File: config.mk
export PLATFORM = sky130hd
export DESIGN_NAME = bbox_frame_ctrl_flat
export DESIGN_NICKNAME = d
export VERILOG_FILES = /design/src/rtl/bbox_ctrl_pkg.sv /design/src/rtl/bbox_frame_ctrl_if.sv /design/src/rtl/bbox_lock_filter.sv /design/src/rtl/bbox_frame_ctrl.sv /design/src/flat_wrapper.sv
export SDC_FILE = /design/constraint.sdc
export NUM_CORES = 1
export LEC_CHECK = 0
export ABC_AREA = 1
export CAP_MARGIN = 30
export CORE_UTILIZATION = 40
export DETAILED_ROUTE_END_ITERATION = 7
export PLACE_DENSITY = 0.73
export SYNTH_ARGS = -nofsm -noshare
export SYNTH_HDL_FRONTEND = slang
export SYNTH_SLANG_ARGS = --single-unit
File: constraint.sdc
create_clock -name clk -period 7.2 [get_ports clk]
set_input_delay 0.72 -clock clk [delete_from_list [all_inputs] [get_ports clk]]
set_output_delay 0.72 -clock clk [all_outputs]
set_load 0.01 [all_outputs]
File: src/rtl/bbox_ctrl_pkg.sv
// Shared constants, state encoding and box type for the bbox frame controller.
package bbox_ctrl_pkg;

    localparam int COORD_W     = 13;
    localparam int MIN_DIM     = 4;
    localparam int LOCK_FRAMES = 3;
    localparam int LOSS_FRAMES = 5;
    localparam int LINE_WIDTH  = 640;
    localparam int FRAME_LINES = 480;
    localparam int FRAME_AREA  = LINE_WIDTH * FRAME_LINES;

    localparam logic [2:0] S_IDLE    = 3'd0;
    localparam logic [2:0] S_ACTIVE  = 3'd1;
    localparam logic [2:0] S_CAPTURE = 3'd2;
    localparam logic [2:0] S_CHECK   = 3'd3;
    localparam logic [2:0] S_PUBLISH = 3'd4;

    typedef struct packed {
        logic [COORD_W-1:0] t;
        logic [COORD_W-1:0] b;
        logic [COORD_W-1:0] l;
        logic [COORD_W-1:0] r;
    } box_t;

endpackage

File: src/rtl/bbox_frame_ctrl_if.sv
// Tracker box inputs and the valid/ready result channel of the frame controller.
interface bbox_frame_ctrl_if;

    localparam int CW = bbox_ctrl_pkg::COORD_W;

    logic [CW-1:0] box_t;
    logic [CW-1:0] box_b;
    logic [CW-1:0] box_l;
    logic [CW-1:0] box_r;
    logic [CW-1:0] ctr_row;
    logic [CW-1:0] ctr_col;
    logic [CW-1:0] box_w;
    logic [CW-1:0] box_h;
    logic          locked;
    logic          out_valid;
    logic          out_ready;

    modport master (
        input  box_t, box_b, box_l, box_r, out_ready,
        output ctr_row, ctr_col, box_w, box_h, locked, out_valid
    );

    modport slave (
        output box_t, box_b, box_l, box_r, out_ready,
        input  ctr_row, ctr_col, box_w, box_h, locked, out_valid
    );

endinterface

File: src/rtl/bbox_lock_filter.sv
// Lock hysteresis: saturating good/bad frame counters driving a sticky locked flag.
// Updates only on step; locked reflects the counters after that step.
module bbox_lock_filter
    import bbox_ctrl_pkg::*;
(
    input  logic clk,
    input  logic rstn,
    input  logic step,
    input  logic valid,
    output logic locked
);

    localparam int CNT_MAX = (LOCK_FRAMES > LOSS_FRAMES) ? LOCK_FRAMES : LOSS_FRAMES;
    localparam int CNT_W   = $clog2(CNT_MAX + 1);
    localparam logic [CNT_W-1:0] GOOD_MAX = CNT_W'(LOCK_FRAMES);
    localparam logic [CNT_W-1:0] BAD_MAX  = CNT_W'(LOSS_FRAMES);

    logic [CNT_W-1:0] good_q, good_d;
    logic [CNT_W-1:0] bad_q, bad_d;
    logic             locked_q, locked_d;

    always_comb begin
        good_d   = good_q;
        bad_d    = bad_q;
        locked_d = locked_q;
        if (step) begin
            if (valid) begin
                good_d = (good_q == GOOD_MAX) ? good_q : good_q + 1'b1;
                bad_d  = '0;
            end else begin
                bad_d  = (bad_q == BAD_MAX) ? bad_q : bad_q + 1'b1;
                good_d = '0;
            end
            if (good_d == GOOD_MAX) begin
                locked_d = 1'b1;
            end else if (bad_d == BAD_MAX) begin
                locked_d = 1'b0;
            end
        end
    end

    always_ff @(posedge clk) begin
        if (!rstn) begin
            good_q   <= '0;
            bad_q    <= '0;
            locked_q <= 1'b0;
        end else begin
            good_q   <= good_d;
            bad_q    <= bad_d;
            locked_q <= locked_d;
        end
    end

    assign locked = locked_q;

endmodule

File: src/rtl/bbox_frame_ctrl.sv
// Per-frame sequencer: samples the tracker box at vsync, validates it and publishes centre/size.
// out_valid rises 4 cycles after vs_n is first sampled low; held until out_ready, later frames dropped.
// BBOX_AUTO_THRESH_EN selects adaptive denoise threshold instead of a registered switch copy.
module bbox_frame_ctrl
    import bbox_ctrl_pkg::*;
(
    input  logic        clk,
    input  logic        rstn,
    input  logic        vs_n,
    input  logic [3:0]  threshold_sw,
    output logic        en_o,
    output logic [3:0]  threshold_o,
    output logic        overrun,
    output logic [15:0] frame_cnt,
    bbox_frame_ctrl_if.master bus
);

    localparam logic [COORD_W-1:0] MIN_DIM_C = COORD_W'(MIN_DIM);

    logic               vs_q, vs_prev_q, fe_q;
    logic [2:0]         state_q, state_d;
    box_t               box_q, box_d;
    logic [15:0]        cnt_q, cnt_d;
    logic               en_q, en_d;
    logic               ovr_q, ovr_d;
    logic               vld_q, vld_d;
    logic [COORD_W-1:0] row_q, row_d, col_q, col_d, w_q, w_d, h_q, h_d;
    logic [COORD_W-1:0] row_ctr, col_ctr, w_raw, h_raw;
    logic               frame_ok, step;
    logic [3:0]         thr_q;

    assign row_ctr  = COORD_W'(({1'b0, box_q.t} + {1'b0, box_q.b}) >> 1);
    assign col_ctr  = COORD_W'(({1'b0, box_q.l} + {1'b0, box_q.r}) >> 1);
    assign w_raw    = box_q.r - box_q.l + COORD_W'(1);
    assign h_raw    = box_q.b - box_q.t + COORD_W'(1);
    assign frame_ok = (box_q.t <= box_q.b) && (box_q.l <= box_q.r) &&
                      (h_raw >= MIN_DIM_C) && (w_raw >= MIN_DIM_C);
    assign step     = (state_q == S_CHECK);

    always_comb begin
        state_d = state_q;
        box_d   = box_q;
        cnt_d   = cnt_q;
        en_d    = en_q;
        ovr_d   = ovr_q;
        vld_d   = vld_q;
        row_d   = row_q;
        col_d   = col_q;
        w_d     = w_q;
        h_d     = h_q;
        case (state_q)
            // The first frame boundary both starts the pipeline and is itself captured.
            S_IDLE, S_ACTIVE: begin
                if (fe_q) begin
                    state_d = S_CAPTURE;
                    en_d    = 1'b1;
                    box_d   = {bus.box_t, bus.box_b, bus.box_l, bus.box_r};
                    cnt_d   = cnt_q + 16'd1;
                end
            end
            S_CAPTURE: state_d = S_CHECK;
            S_CHECK: begin
                state_d = S_PUBLISH;
                vld_d   = 1'b1;
                row_d   = frame_ok ? row_ctr : '0;
                col_d   = frame_ok ? col_ctr : '0;
                w_d     = frame_ok ? w_raw   : '0;
                h_d     = frame_ok ? h_raw   : '0;
            end
            S_PUBLISH: begin
                if (fe_q) begin
                    ovr_d = 1'b1;
                    cnt_d = cnt_q + 16'd1;
                end
                if (vld_q && bus.out_ready) begin
                    vld_d   = 1'b0;
                    state_d = S_ACTIVE;
                end
            end
            default: state_d = S_IDLE;
        endcase
    end

    always_ff @(posedge clk) begin
        if (!rstn) begin
            vs_q      <= 1'b1;
            vs_prev_q <= 1'b1;
            fe_q      <= 1'b0;
            state_q   <= S_IDLE;
            box_q     <= '0;
            cnt_q     <= '0;
            en_q      <= 1'b0;
            ovr_q     <= 1'b0;
            vld_q     <= 1'b0;
            row_q     <= '0;
            col_q     <= '0;
            w_q       <= '0;
            h_q       <= '0;
        end else begin
            vs_q      <= vs_n;
            vs_prev_q <= vs_q;
            fe_q      <= vs_prev_q & ~vs_q;
            state_q   <= state_d;
            box_q     <= box_d;
            cnt_q     <= cnt_d;
            en_q      <= en_d;
            ovr_q     <= ovr_d;
            vld_q     <= vld_d;
            row_q     <= row_d;
            col_q     <= col_d;
            w_q       <= w_d;
            h_q       <= h_d;
        end
    end

`ifdef BBOX_AUTO_THRESH_EN
    localparam logic [2*COORD_W-1:0] AREA_QUARTER = (2*COORD_W)'(FRAME_AREA / 4);
    logic [3:0]           sw_q;
    logic [2*COORD_W-1:0] area;

    assign area = w_raw * h_raw;

    // A switch change always wins over the per-frame adaptation.
    always_ff @(posedge clk) begin
        if (!rstn) begin
            thr_q <= threshold_sw;
            sw_q  <= threshold_sw;
        end else begin
            sw_q <= threshold_sw;
            if (threshold_sw != sw_q) begin
                thr_q <= threshold_sw;
            end else if (step) begin
                if (!frame_ok) begin
                    if (thr_q != 4'd0) thr_q <= thr_q - 4'd1;
                end else if ((area > AREA_QUARTER) && (thr_q != 4'd15)) begin
                    thr_q <= thr_q + 4'd1;
                end
            end
        end
    end
`else
    always_ff @(posedge clk) begin
        thr_q <= threshold_sw;
    end
`endif

    bbox_lock_filter u_lock (
        .clk    (clk),
        .rstn   (rstn),
        .step   (step),
        .valid  (frame_ok),
        .locked (bus.locked)
    );

    assign en_o          = en_q;
    assign threshold_o   = thr_q;
    assign overrun       = ovr_q;
    assign frame_cnt     = cnt_q;
    assign bus.out_valid = vld_q;
    assign bus.ctr_row   = row_q;
    assign bus.ctr_col   = col_q;
    assign bus.box_w     = w_q;
    assign bus.box_h     = h_q;

endmodule

File: src/flat_wrapper.sv
// flat-port wrapper written by rule: the top's interface ports become plain ports
module bbox_frame_ctrl_flat import bbox_ctrl_pkg::*;
  (clk, rstn, vs_n, threshold_sw, en_o, threshold_o, overrun, frame_cnt, bus_box_t, bus_box_b, bus_box_l, bus_box_r, bus_out_ready, bus_ctr_row, bus_ctr_col, bus_box_w, bus_box_h, bus_locked, bus_out_valid);
  bbox_frame_ctrl_if bus_i ();
  input  logic clk;
  input  logic rstn;
  input  logic vs_n;
  input  logic [3:0] threshold_sw;
  output logic en_o;
  output logic [3:0] threshold_o;
  output logic overrun;
  output logic [15:0] frame_cnt;
  input wire logic [$bits(bus_i.box_t)-1:0] bus_box_t;
  input wire logic [$bits(bus_i.box_b)-1:0] bus_box_b;
  input wire logic [$bits(bus_i.box_l)-1:0] bus_box_l;
  input wire logic [$bits(bus_i.box_r)-1:0] bus_box_r;
  input wire logic [$bits(bus_i.out_ready)-1:0] bus_out_ready;
  output wire logic [$bits(bus_i.ctr_row)-1:0] bus_ctr_row;
  output wire logic [$bits(bus_i.ctr_col)-1:0] bus_ctr_col;
  output wire logic [$bits(bus_i.box_w)-1:0] bus_box_w;
  output wire logic [$bits(bus_i.box_h)-1:0] bus_box_h;
  output wire logic [$bits(bus_i.locked)-1:0] bus_locked;
  output wire logic [$bits(bus_i.out_valid)-1:0] bus_out_valid;
  assign bus_i.box_t = bus_box_t;
  assign bus_i.box_b = bus_box_b;
  assign bus_i.box_l = bus_box_l;
  assign bus_i.box_r = bus_box_r;
  assign bus_i.out_ready = bus_out_ready;
  assign bus_ctr_row = bus_i.ctr_row;
  assign bus_ctr_col = bus_i.ctr_col;
  assign bus_box_w = bus_i.box_w;
  assign bus_box_h = bus_i.box_h;
  assign bus_locked = bus_i.locked;
  assign bus_out_valid = bus_i.out_valid;
  bbox_frame_ctrl u_core (.clk(clk), .rstn(rstn), .vs_n(vs_n), .threshold_sw(threshold_sw), .en_o(en_o), .threshold_o(threshold_o), .overrun(overrun), .frame_cnt(frame_cnt), .bus(bus_i));
endmodule
==> impl_results.md <==
- Peak supply drop: 0.150 mV
- Multiplexer area fraction after synthesis: 0.00131
- P_int: approximately 0.0015 W
- Cells on worst reg2reg path: 19
- Metal2 WL: roughly 9.6 mm
- Worst-path cell chain: inv_1, ha_1, inv_1, ha_1, inv_1, fa_1, inv_1, nand3_1, nand2_1, nand2_1, nand3b_1, nand2_1, nand3_1, nor2_1, nand4_1, nand4_4, inv_2, nand2_1, a21oi_1
- Placed Area: 0.0101 mm^2
- WP buf/inv: 5
- Syn Area/Cell: between 7 and 8 um^2
- First DRT Iteration DRCs: 587
- Post-DR wirelength/cell: between 10 and 15 um
- Proportion of layout cells with a drive suffix above 1: 0.0612
- Initial Util: 0.408
- Combinational power share: 0.216
- Post-synthesis cell count: 1190
- Die area: roughly 0.022 mm^2
- Post-Synth Simple-Gate Area: 0.237
- Yosys cell types: 45
- I/O Pins: roughly 140
- Post-route ant nets: 0
- CTS-repair resized insts: 0
- Final RePlAce weighted congestion: 0.925
- Synth Area in XOR/XNOR: 0.0162
- Clk network pwr share: 0.415
- Reg clk slew, reported paths: 0.06 ns
- Largest net degree at the start of global routing: 100
- Wl on met1: 11.0 mm
- Core Region: 0.0210 mm^2
- Post-DP HPWL: roughly 17 mm
- Max FO, Critical Path: between 40 and 50
- Worst-skew pair later-pin latency: 0.43 ns
- CTS sink cnt: 140
- Die W: 148 um
- Total CTS buffers: 17
- CP max stage delay: 0.66 ns
- Max layer used: met5
- GRT Overall Usage: 0.207
- Max Buffers Root-to-Sink: 2
- Layout area overhead: 25.2%
- R2r startpoint: u_core.box_q[27]$_SDFFE_PN0P_
- Max Slew Vio Count: 0
- PwrDens: 206 mW/mm^2
- Yosys reg bits: between 100 and 150
- Startpoint Class: register
- Detailed Routing Iterations Pass 1: 5
- Most frequent cells in the layout: nand2_1 (236), inv_1 (161), a21oi_1 (150)
- RSZ-0062 raised after global routing: no
- Main synth FF type: dfxtp_1
- Final WS setup: 3.53 ns
- Routed length on met3: 1.51 mm
- Vias in the first global route: 7282
- Max Fclk: 0.272 GHz
- Sw Share: 0.300
- Post-synthesis compound-gate area fraction: 0.167
- Vias per inst: 4.96
- TNS Setup: 0 ns
- DR vias: slightly below 8000
- Finished Cell Area: 0.0107 mm^2
- Switching power: 0.000662 W
- Global-route wire length before repair: 36.2 mm
- Crit path capture type: register
- Initial antenna violation count: 1
- Register area share after synthesis: 0.327
- Antenna cells: 0
- Residual DRC: 0
- Hold EP: u_core.fe_q$_SDFF_PN0_
- Max_cap viols: 0
- Layout Nets: 1475
- # H-tree levels: 4
- CTS tree: yes
- Worst R2R End: u_core.bus.ctr_row[12]$_SDFFE_PN0P_
- Hold Crit Depth: 2
- Type of the worst setup path: register to register
- Die Ht: approximately 150 um
- Routed wire length: 22.4 mm
- Reg power frac: 0.369
- Buffers on Ports: about 140
- CP Data Required Time: ~7.6 ns
- Synth Warn #: 0
- Gr ovfl total: 0
- Syn Std Cell Area: 0.00858 mm^2
- Hold crit path type: register to register
- Worst R2R Setup Slack: 3.53 ns
- Slew @ Worst Pin: 1.01 ns
- Worst Skew: roughly 0.014 ns
- Min Tclk post-route: 3.67 ns
- Leak: 4.77 nW
- Overall power: 0.00221 W
- Status: complete, no violations
- Setup bufs post-CTS: 0
- # rows: 53
- Post-CTS Hold Buffers: 0
- Adder-cell share of the synthesized area: 0.157
- Share of synthesized flip-flops with an asynchronous set or reset: 0
- Post-synth EDFFs: 0
- Slew headroom: 0.319
- CP max-delay cell: inv_2
- Hold Vio Cnt, Final: 0
- Pre-CTS setup slack: 3.55 ns
- Crit path max-delay family: simple AND/OR/NAND/NOR gates
- Commonest non-fill, non-tap cell in the layout: nand2_1
- Critical Path AT: ~4.0 ns
- Final period utilization: 0.510
- Main combinational cell family by area after synthesis: simple AND/OR/NAND/NOR gates
- Final Setup Violations: 0
- Hold Crit Start: u_core.vs_prev_q$_SDFF_PN1_
- Syn nets: roughly 1400
- CTS Root Buffer Type: clkbuf_16
- Hold WS: between 0.4 and 0.5 ns
## routing by layer
metal | track usage | vias up
met4 | 0.0608 | 2
met5 | 0 | -
met3 | 0.0558 | 24
li1 | - | 4132
met1 | 0.289 | 3580
met2 | 0.309 | 196
## state kept, by name, indices dropped and copies added, names as in the netlist
register / flops
u_core.box_q: 52
u_core.bus.box_h: 13
u_core.bus.box_w: 13
u_core.bus.ctr_col: 13
u_core.bus.ctr_row: 13
u_core.bus.out_valid: 1
u_core.en_o: 1
u_core.fe_q: 1
u_core.frame_cnt: 16
u_core.overrun: 1
u_core.state_q: 3
u_core.threshold_o: 4
u_core.u_lock.bad_q: 3
u_core.u_lock.good_q: 3
u_core.u_lock.locked: 1
u_core.vs_prev_q: 1
u_core.vs_q: 1
## Yosys cell counts (4+ instances only)
cell / n / area [um^2]
a21oi_2: 10 / 87.6
o21ai_0: 76 / 380
dfxtp_1: 140 / 2800
or2_2: 8 / 50.1
a21o_1: 5 / 37.5
nand3_1: 65 / 325
nor3_1: 17 / 85.1
xor2_1: 8 / 70.1
fa_1: 6 / 120
clkbuf_1: 31 / 116
o21bai_1: 5 / 37.5
xnor2_1: 6 / 52.6
ha_1: 98 / 1230
o31ai_1: 4 / 30.0
nand4_1: 20 / 125
nand2_2: 5 / 31.3
inv_1: 161 / 604
nand3b_1: 4 / 30.0
nor2_1: 85 / 319
inv_2: 7 / 26.3
nand2_1: 237 / 890
a21oi_1: 150 / 751
## through the flow
stage                      util  std cells
final                     0.511       1599
after global routing      0.511       1599
after CTS                 0.511       1599
after detailed placement  0.482       1567
after global placement    0.482       1567
after floorplan               -       1190
## tightest hold or removal path, stage by stage (launching register included)
cell	delay, ns
dfxtp_1	0.30
inv_1	0.04
nor2_1	0.03
## power by group through the flow
stage | combinational, W | sequential [W] | clock, W
floorplan | 0.000333 | 0.000830 | 0
global placement | 0.000467 | 0.000831 | 0
detailed placement | 0.000469 | 0.000832 | 0
CTS | 0.000473 | 0.000815 | 0.000933
global route | 0.000537 | 0.000818 | 0.000967
finish | 0.000478 | 0.000815 | 0.000917
## layout make-up
| cell class | instances | area, um^2 |
|---|---|---|
| clock buffer | 22 | 474 |
| clock inverter | 10 | 139 |
| fill | 1993 | 10300 |
| inverter | 169 | 634 |
| multi-input combinational | 844 | 4970 |
| sequential | 140 | 2800 |
| tap | 275 | 344 |
| timing repair buffer | 139 | 1380 |
## worst max-delay path by stage
stage | start | endpoint | slack (ns) | depth (start not counted)
2_1_floorplan | u_core.box_q[27]$_SDFFE_PN0P_ | u_core.bus.ctr_row[6]$_SDFFE_PN0P_ | 4.30 | 22
3_3_place_gp | u_core.box_q[27]$_SDFFE_PN0P_ | u_core.bus.box_h[7]$_SDFFE_PN0P_ | 3.66 | 19
3_5_place_dp | u_core.box_q[27]$_SDFFE_PN0P_ | u_core.bus.ctr_col[4]$_SDFFE_PN0P_ | 3.55 | 19
4_1_cts | u_core.box_q[27]$_SDFFE_PN0P_ | u_core.bus.ctr_col[4]$_SDFFE_PN0P_ | 3.54 | 19
5_1_grt | u_core.box_q[27]$_SDFFE_PN0P_ | u_core.bus.box_w[4]$_SDFFE_PN0P_ | 3.10 | 19
6_report | u_core.box_q[27]$_SDFFE_PN0P_ | u_core.bus.ctr_row[12]$_SDFFE_PN0P_ | 3.53 | 19
## cells by family after synthesis
group	count (synthesis)
AO/OA/AOI/OAI	266
XOR/XNOR	15
adder cells (fa/ha/maj)	104
buffers and inverters	206
flip-flops	140
multiplexers	1
AND/OR/NAND/NOR	458
Note: power is estimated with default switching activity, not from simulation.
